===== config.mk =====
export PLATFORM = sky130hd
export DESIGN_NAME = mux_2x1_arbiter_flat
export DESIGN_NICKNAME = d
export VERILOG_FILES = /design/src/rtl/mux_2x1_arbiter_if.sv /design/src/rtl/mux_2x1_arbiter.sv /design/src/flat_wrapper.sv
export SDC_FILE = /design/constraint.sdc
export NUM_CORES = 1
export LEC_CHECK = 0
export CORE_UTILIZATION = 40
export CTS_CLUSTER_DIAMETER = 120
export DETAILED_ROUTE_END_ITERATION = 16
export SYNTH_ARGS = -nofsm -noshare
export SYNTH_HDL_FRONTEND = slang
export SYNTH_SLANG_ARGS = --single-unit

===== constraint.sdc =====
create_clock -name clk -period 2 [get_ports clk]
set_input_delay 0.6 -clock clk [delete_from_list [all_inputs] [get_ports clk]]
set_output_delay 0.6 -clock clk [all_outputs]
set_load 0.02 [all_outputs]

===== src/rtl/mux_2x1_arbiter_if.sv =====
// Shared-line bundle between two one-bit producers and the round-robin 2:1 arbiter.
// The master side drives requests/data; the slave (arbiter) returns grants, select and the registered line.
interface mux_2x1_arbiter_if;
  logic req0;
  logic req1;
  logic a;
  logic b;
  logic gnt0;
  logic gnt1;
  logic sel;
  logic out;
  logic out_valid;

  modport master (
    output req0, req1, a, b,
    input  gnt0, gnt1, sel, out, out_valid
  );

  modport slave (
    input  req0, req1, a, b,
    output gnt0, gnt1, sel, out, out_valid
  );
endinterface


===== src/rtl/mux_2x1_arbiter.sv =====
// Round-robin arbiter owning a 2:1 one-bit mux; grants are bounded to MAX_HOLD cycles under contention
// and the selected bit is registered onto the shared line one cycle behind the grant.
module mux_2x1_arbiter #(
  parameter int MAX_HOLD = 4,
  parameter int CNT_W    = 8
) (
  input logic              clk,
  input logic              reset_n,
  mux_2x1_arbiter_if.slave bus
);

  localparam logic [1:0] IDLE   = 2'd0;
  localparam logic [1:0] GRANT0 = 2'd1;
  localparam logic [1:0] GRANT1 = 2'd2;

  localparam logic [CNT_W-1:0] HOLD_LAST = CNT_W'(MAX_HOLD - 1);

  logic [1:0]       state_r;
  logic [1:0]       next_state_s;
  logic [CNT_W-1:0] hold_cnt_r;
  logic [CNT_W-1:0] next_hold_s;
  logic             last_r;
  logic             next_last_s;
  logic             gnt0_r;
  logic             gnt1_r;
  logic             sel_r;
  logic             out_r;
  logic             out_valid_r;

  // Next-state selection: release, forced switch at the hold limit, or round-robin tie-break from idle.
  always_comb begin
    next_state_s = state_r;
    case (state_r)
      IDLE: begin
        if (bus.req0 && bus.req1) begin
          next_state_s = last_r ? GRANT0 : GRANT1;
        end else if (bus.req0) begin
          next_state_s = GRANT0;
        end else if (bus.req1) begin
          next_state_s = GRANT1;
        end else begin
          next_state_s = IDLE;
        end
      end
      GRANT0: begin
        if (!bus.req0) begin
          next_state_s = bus.req1 ? GRANT1 : IDLE;
        end else if (bus.req1 && (hold_cnt_r == HOLD_LAST)) begin
          next_state_s = GRANT1;
        end else begin
          next_state_s = GRANT0;
        end
      end
      GRANT1: begin
        if (!bus.req1) begin
          next_state_s = bus.req0 ? GRANT0 : IDLE;
        end else if (bus.req0 && (hold_cnt_r == HOLD_LAST)) begin
          next_state_s = GRANT0;
        end else begin
          next_state_s = GRANT1;
        end
      end
      default: begin
        next_state_s = IDLE;
      end
    endcase
  end

  // Hold counter and last-winner bookkeeping; the counter saturates so an uncontended owner keeps the line.
  always_comb begin
    next_hold_s = hold_cnt_r;
    next_last_s = last_r;
    if ((next_state_s == GRANT0) && (state_r != GRANT0)) begin
      next_hold_s = {CNT_W{1'b0}};
      next_last_s = 1'b0;
    end else if ((next_state_s == GRANT1) && (state_r != GRANT1)) begin
      next_hold_s = {CNT_W{1'b0}};
      next_last_s = 1'b1;
    end else if ((next_state_s != IDLE) && (hold_cnt_r != HOLD_LAST)) begin
      next_hold_s = hold_cnt_r + CNT_W'(1);
    end else begin
      next_hold_s = hold_cnt_r;
    end
  end

  // State, grant decode and the registered data path (out follows the mux chosen by the current select).
  always_ff @(posedge clk or negedge reset_n) begin
    if (!reset_n) begin
      state_r     <= IDLE;
      hold_cnt_r  <= {CNT_W{1'b0}};
      last_r      <= 1'b1;
      gnt0_r      <= 1'b0;
      gnt1_r      <= 1'b0;
      sel_r       <= 1'b0;
      out_r       <= 1'b0;
      out_valid_r <= 1'b0;
    end else begin
      state_r     <= next_state_s;
      hold_cnt_r  <= next_hold_s;
      last_r      <= next_last_s;
      gnt0_r      <= (next_state_s == GRANT0);
      gnt1_r      <= (next_state_s == GRANT1);
      sel_r       <= (next_state_s == GRANT1);
      out_r       <= sel_r ? bus.b : bus.a;
      out_valid_r <= gnt0_r | gnt1_r;
    end
  end

  assign bus.gnt0      = gnt0_r;
  assign bus.gnt1      = gnt1_r;
  assign bus.sel       = sel_r;
  assign bus.out       = out_r;
  assign bus.out_valid = out_valid_r;

endmodule


===== src/flat_wrapper.sv =====
// flat-port wrapper written by rule: the top's interface ports become plain ports
module mux_2x1_arbiter_flat 
#(
  parameter int MAX_HOLD = 4,
  parameter int CNT_W    = 8
)
  (clk, reset_n, bus_req0, bus_req1, bus_a, bus_b, bus_gnt0, bus_gnt1, bus_sel, bus_out, bus_out_valid);
  mux_2x1_arbiter_if bus_i ();
  input logic clk;
  input logic reset_n;
  input wire logic [$bits(bus_i.req0)-1:0] bus_req0;
  input wire logic [$bits(bus_i.req1)-1:0] bus_req1;
  input wire logic [$bits(bus_i.a)-1:0] bus_a;
  input wire logic [$bits(bus_i.b)-1:0] bus_b;
  output wire logic [$bits(bus_i.gnt0)-1:0] bus_gnt0;
  output wire logic [$bits(bus_i.gnt1)-1:0] bus_gnt1;
  output wire logic [$bits(bus_i.sel)-1:0] bus_sel;
  output wire logic [$bits(bus_i.out)-1:0] bus_out;
  output wire logic [$bits(bus_i.out_valid)-1:0] bus_out_valid;
  assign bus_i.req0 = bus_req0;
  assign bus_i.req1 = bus_req1;
  assign bus_i.a = bus_a;
  assign bus_i.b = bus_b;
  assign bus_gnt0 = bus_i.gnt0;
  assign bus_gnt1 = bus_i.gnt1;
  assign bus_sel = bus_i.sel;
  assign bus_out = bus_i.out;
  assign bus_out_valid = bus_i.out_valid;
  mux_2x1_arbiter #(.MAX_HOLD(MAX_HOLD), .CNT_W(CNT_W)) u_core (.clk(clk), .reset_n(reset_n), .bus(bus_i));
endmodule

Yosys cells after proc, flatten, opt, wreduce, memory -nomap -nowiden
Cells that the tools add are included.
{"block": "word_totals", "reg_bits": 15, "in_bits": 6, "output_inout_bits": 5, "wordCells": 43}
{"block": "op_classes", "addsub": 1, "n_eq_ne": 8, "mux": 16, "n_bitwise": 1, "n_reduce_logical": 10}
{"cell": "$mux W8", "count": 3}
{"cell": "$mux W2", "count": 8}
{"cell": "$add A8 B1 Y8 const B", "count": 1}
{"cell": "$eq A8 B2 Y1 const B", "count": 1}
{"cell": "$ne A8 B2 Y1 const B", "count": 1}
{"cell": "$logic_and A1 B1 Y1", "count": 6}
{"cell": "$pmux W2 S3", "count": 1}
{"cell": "$eq A2 B1 Y1 const B", "count": 2}
{"cell": "$eq A2 B2 Y1 const B", "count": 2}
{"cell": "$mux W1", "count": 4}
{"cell": "$reduce_bool A2 Y1", "count": 2}
{"cell": "$reduce_bool A3 Y1", "count": 1}
{"cell": "$logic_not A2 Y1", "count": 1}
{"cell": "$ne A2 B1 Y1 const B", "count": 1}
{"cell": "$ne A2 B2 Y1 const B", "count": 1}
{"cell": "$or A1 B1 Y1", "count": 1}

Logic depth before layout (Yosys ltp)
Gate-level depths: netlist (run 1).
{"block": "depth", "depth_word": 10, "depth_mapped": 5, "mapped_depth_nobuf": 4}

Worst setup path after synthesis (run 1)
No wires, ideal clock.
{"block": "synth_path", "kind": "register to register", "from": "register u_core.hold_cnt_r[0]", "to": "register u_core.gnt1_r, in the netlist u_core.bus.gnt1", "setup_ps": 66, "t_arrival_ps": 1739, "t_required_ps": 1934, "setup_slack_ps": 195, "path_stages_with_launch": 6, "n_path_buf": 1, "period_less_slack_ps": 1805, "path_cell_list": "dfrtp_1 > ha_1 > or4b_4 > buf_6 > a2111oi_4 > o311a_1"}
{"block": "synth_via", "elab_chain_cells": 6, "elab_cells_between_ends": 9, "classes_between": "2 x eq/ne; 5 x mux; 2 x reduce/logical"}
{"item": "from (decl)", "line_no": "mux_2x1_arbiter.sv:20", "source": "logic [CNT_W-1:0] hold_cnt_r;"}
{"item": "from (signal assigned)", "line_no": "mux_2x1_arbiter.sv:90", "source": "hold_cnt_r <= {CNT_W{1'b0}};"}
{"item": "from (signal assigned)", "line_no": "mux_2x1_arbiter.sv:99", "source": "hold_cnt_r <= next_hold_s;"}
{"item": "$eq A8 B2 Y1 *", "line_no": "mux_2x1_arbiter.sv:48, mux_2x1_arbiter.sv:57"}
{"item": "$logic_and A1 B1 Y1, on equally long branches", "line_no": "mux_2x1_arbiter.sv:57, mux_2x1_arbiter.sv:48"}
{"item": "$mux W2, on equally long branches", "line_no": "mux_2x1_arbiter.sv:57, mux_2x1_arbiter.sv:48"}
{"item": "$mux W2, on equally long branches", "line_no": "mux_2x1_arbiter.sv:55, mux_2x1_arbiter.sv:46"}
{"item": "$pmux W2 S3 *", "line_no": "mux_2x1_arbiter.sv:33", "source": "case (state_r)"}
{"item": "$eq A2 B2 Y1 *", "line_no": "mux_2x1_arbiter.sv:102", "source": "gnt1_r <= (next_state_s == GRANT1);"}
{"item": "to (signal assigned)", "line_no": "mux_2x1_arbiter.sv:102"}
{"item": "to (decl)", "line_no": "mux_2x1_arbiter.sv:25", "source": "logic gnt1_r;"}
Every way passes the cells marked *; elsewhere a longest branch is shown, timed or not.
A chain may end at the register's enable or synchronous reset.

Final worst setup path (run 1)
{"block": "layout_path", "from": "register u_core.hold_cnt_r[1]", "to": "register u_core.hold_cnt_r[3]"}
{"block": "layout_via", "elab_chain_cells": 9, "elab_cells_between_ends": 20, "classes_between": "1 x add/sub; 4 x eq/ne; 8 x mux; 7 x reduce/logical"}
{"item": "$eq A8 B2 Y1", "line_no": "mux_2x1_arbiter.sv:48, mux_2x1_arbiter.sv:57"}
{"item": "$logic_and A1 B1 Y1, on equally long branches", "line_no": "mux_2x1_arbiter.sv:57, mux_2x1_arbiter.sv:48"}
{"item": "$mux W2, on equally long branches", "line_no": "mux_2x1_arbiter.sv:57, mux_2x1_arbiter.sv:48"}
{"item": "$mux W2, on equally long branches", "line_no": "mux_2x1_arbiter.sv:55, mux_2x1_arbiter.sv:46"}
{"item": "$pmux W2 S3", "line_no": "mux_2x1_arbiter.sv:33"}
{"item": "$eq A2 B2 Y1", "line_no": "mux_2x1_arbiter.sv:76", "source": "end else if ((next_state_s == GRANT1) && (state_r != GRANT1)) begin"}
{"item": "$logic_and A1 B1 Y1", "line_no": "mux_2x1_arbiter.sv:76"}
{"item": "$mux W8", "line_no": "mux_2x1_arbiter.sv:76"}
{"item": "$mux W8", "line_no": "mux_2x1_arbiter.sv:73", "source": "if ((next_state_s == GRANT0) && (state_r != GRANT0)) begin"}
Parallel ways exist; a longest one is shown, timed or not. The select of a mux whose other input is x is not followed.

==> flow_metrics.py, run 1 <==
metrics = {
    "yosys": {
        "synth-compound-area-share_pct": 27.9,
        "synth_xor_area_share_pct": 0,
        "synth_top_family_by_area": "compound AO/OA/AOI/OAI gates",
        "synth-seq-cells": 15,
        "synthesis.instances": 105,
        "muxShareOfSynthArea_pct": 1.14,
        "synth_edf_count": 0,
        "seq_area_frac_synth_pct": 38.2,
        "syn_area_um2": 986,
        "yosys_warnings": 0,
        "avgSynthCellArea_um2": 9.39,
        "synth_flop_cell": "dfrtp_1",
        "syn-num-nets": 112,
        "yosys.area_share.simple_pct": 22.2,
        "async_flop_share_pct": 100,
        "yosysUniqueCellTypes": 43,
        "synth_fa_ha_area_share_pct": 1.27,
    },
    "drt": {
        "wl_per_cell_um": 15.1,
        "postRouteAntennaNets": 0,
        "drt_iter0_drc": 21,
        "drc": 0,
        "drt-total-wl_mm": 2.19,
        "vias": 870,
        "via_per_inst": 6.00,
        "drt_pre_antenna_iters": 4,
    },
    "sta": {
        "max-slew-margin-rel_pct": 71.0,
        "max_freq_mhz": 518,
        "drv_slew": 0,
        "setup_viol": 0,
        "fin_skew_ps": 4.81,
        "worst_pin_slew_ps": 434,
        "holdWs_ps": 474,
        "period_share_pct": 96.5,
        "post-route-min-period_ps": 1930,
        "hold_violations": 0,
        "rsz0062_at_grt": "no",
    },
    "status": {
        "status": "completed",
    },
    "final_layout": {
        "finalNonFillerCells": 145,
        "layout-drive-gt1-share_pct": 17.1,
        "antenna_cells": 0,
        "fin_area_um2": 1160,
        "layout.nets": 125,
        "area_growth_pct": 17.8,
    },
    "power": {
        "power_frac_seq_pct": 43.8,
        "power_density_nw_per_um2": 924,
        "switching_share_pct": 37.8,
        "switchingPower_w": 0.000406,
        "irDropWorstVdd_uv": 587,
        "p_leak_nw": 0.459,
        "power_frac_comb_pct": 39.4,
        "p_int_w": 0.000667,
        "pwr-share-clk_pct": 16.8,
        "power_w": 0.00107,
    },
    "cts": {
        "root_buffer": "clkbuf_4",
        "cts-resized-gates": 0,
        "clk_pin_slew_worst_paths_ps": 100,
        "max-clock-path-buffers": 2,
        "cts_max_level": 1,
        "tritoncts": "built",
        "clk_latency_ps": 280,
        "cts_hold_buf": 0,
        "clock_sinks": 15,
        "post_cts_buffers": 0,
        "cts_made_buffers": 3,
    },
    "setup_path": {
        "r2r_end": "u_core.hold_cnt_r[3]",
        "required_ps": 2160,
        "start_kind": "flip-flop",
        "rrSetupSlack_ps": 70,
        "crit_start": "u_core.hold_cnt_r[1]",
        "worstSetupPathType": "reg -> reg",
        "arrival_ps": 2090,
        "cp_max_fo": 6,
        "critPathCapture": "u_core.hold_cnt_r[3]",
        "end_kind": "flip-flop",
        "timing.rr.start": "u_core.hold_cnt_r[1]",
        "worst_r2r_path_depth": 4,
    },
    "min_path": {
        "hold_class": "reg -> reg",
        "hold_path_depth": 1,
        "min_from": "u_core.bus.gnt0",
    },
    "die": {
        "die-area_um2": 2670,
        "coreArea_um2": 2280,
        "die-width_um": 51.6,
        "die_h_um": 51.6,
        "design.portCount": 11,
        "rows": 17,
        "start_util_pct": 43.3,
    },
    "placed_design": {
        "post-dp-hpwl_mm": 1.59,
        "dp.cells": 141,
        "gp_congestion": 0.826,
        "dpl_cell_area_um2": 1130,
        "portBuffers": 10,
    },
    "grt": {
        "grt_pass1_wl_mm": 3.73,
        "first_global_vias": 834,
        "grt_util_all_layers_pct": 18.9,
        "antenna_found_initial": 0,
        "grt_remaining_overflow": 0,
        "grt_max_degree": 16,
    },
    "run": {
        "maxCapViolations": 0,
    },
}
==> cells in the mapped netlist, types with 2 or more instances <==
library cell	n	area, µm²
dfrtp_1	14	350
clkbuf_1	9	33.8
a22oi_1	7	52.6
inv_1	6	22.5
a21oi_1	4	20.0
nand2_1	4	15.0
nand3_1	4	20.0
nor4_1	4	25.0
o21ai_0	4	20.0
nand2b_1	3	18.8
nor2_1	3	11.3
nor3_1	3	15.0
or3_1	3	18.8
a2111oi_0	2	17.5
buf_6	2	22.5
nor2b_1	2	12.5
nor4b_1	2	17.5
o2111a_1	2	22.5
o211ai_1	2	15.0
o311a_1	2	20.0
==> final cells by class <==
class	count	area (µm²)
tap	28	35.0
inverter	6	22.5
timing repair buffer	21	183
multi-input combinational	71	518
fill	212	1110
clock buffer	4	26.3
sequential	15	377
==> through the flow <==
step / util, % / TNS, ps / setup WS (ps)
6_report: 51.0 / 0 / 70.9
5_1_grt: 51.0 / 0 / 17.6
4_1_cts: 51.0 / 0 / 74.8
3_5_place_dp: 49.9 / -293 / -78.1
3_3_place_gp: 49.9 / -112 / -41.3
2_1_floorplan: - / 0 / 195
==> power groups by stage <==
stage          clock network, W  registers, W  logic [W]
5_1_grt                0.000202      0.000484   0.000464
2_1_floorplan                 0      0.000434   0.000312
4_1_cts                0.000186      0.000468   0.000424
3_5_place_dp                  0      0.000475   0.000420
6_report               0.000180      0.000470   0.000423
3_3_place_gp                  0      0.000471   0.000415
==> per-layer routing <==
layer  wire [µm]  part of all wire [%]  GRT usage, %
met3          70                   3.2          1.75
met4           9                  0.41          8.11
met1        1070                    49          25.7
met5           0                     0             0
met2        1040                    47          30.3
==> state kept, by name (all words and copies together), names as in the netlist <==
name,count
u_core.last_r,1
u_core.bus.gnt1,1
u_core.bus.out,1
u_core.hold_cnt_r,8
u_core.state_r,2
u_core.bus.out_valid,1
u_core.bus.gnt0,1
==> critical path, cell delays in order (launching register included) <==
cell     delay [ps]
dfrtp_1         440
ha_1            270
or4b_4          540
o21ai_1         380
a22oi_1         160
==> logic make-up after synthesis <==
logic type                 count (synthesis)
AOI/OAI and AO/OA                         34
DFF                                       15
muxes                                      1
buffers and inverters                     19
and+or+nand+nor                           35
adders and majority gates                  1
==> worst min path at each step <==
stage,end
global route,u_core.bus.out_valid
finish,u_core.bus.out_valid
floorplan,u_core.bus.gnt0
detailed placement,u_core.bus.out_valid
CTS,u_core.bus.out_valid
global placement,u_core.bus.out_valid
==> cells in the final DEF, fill, tap and decap left out, types with 2 or more instances in the layout <==
cell | synthesis | layout
inv_1 | 6 | 6
nand2_1 | 4 | 4
buf_4 | 1 | 11
o211ai_1 | 2 | 2
o2111a_1 | 2 | 2
nor2_1 | 3 | 3
nand3_1 | 4 | 4
dfrtp_1 | 14 | 14
nor2b_1 | 2 | 2
a22oi_1 | 7 | 7
nor3_1 | 3 | 3
clkbuf_4 | 0 | 3
a2111oi_0 | 2 | 2
nor4b_1 | 2 | 2
clkdlybuf4s50_1 | 0 | 10
o311a_1 | 2 | 2
nor4_1 | 4 | 4
nand2b_1 | 3 | 3
o21ai_0 | 4 | 4
or3_1 | 3 | 3
a21oi_1 | 4 | 4
(Power assumes the default switching activity.)
==> inputs of run 2 (changes only) <==
- TNS_END_PERCENT: not set -> 1
==> results of run 2 <==
Same layout as run 1: the final DEF is identical, and so are final timing and power.
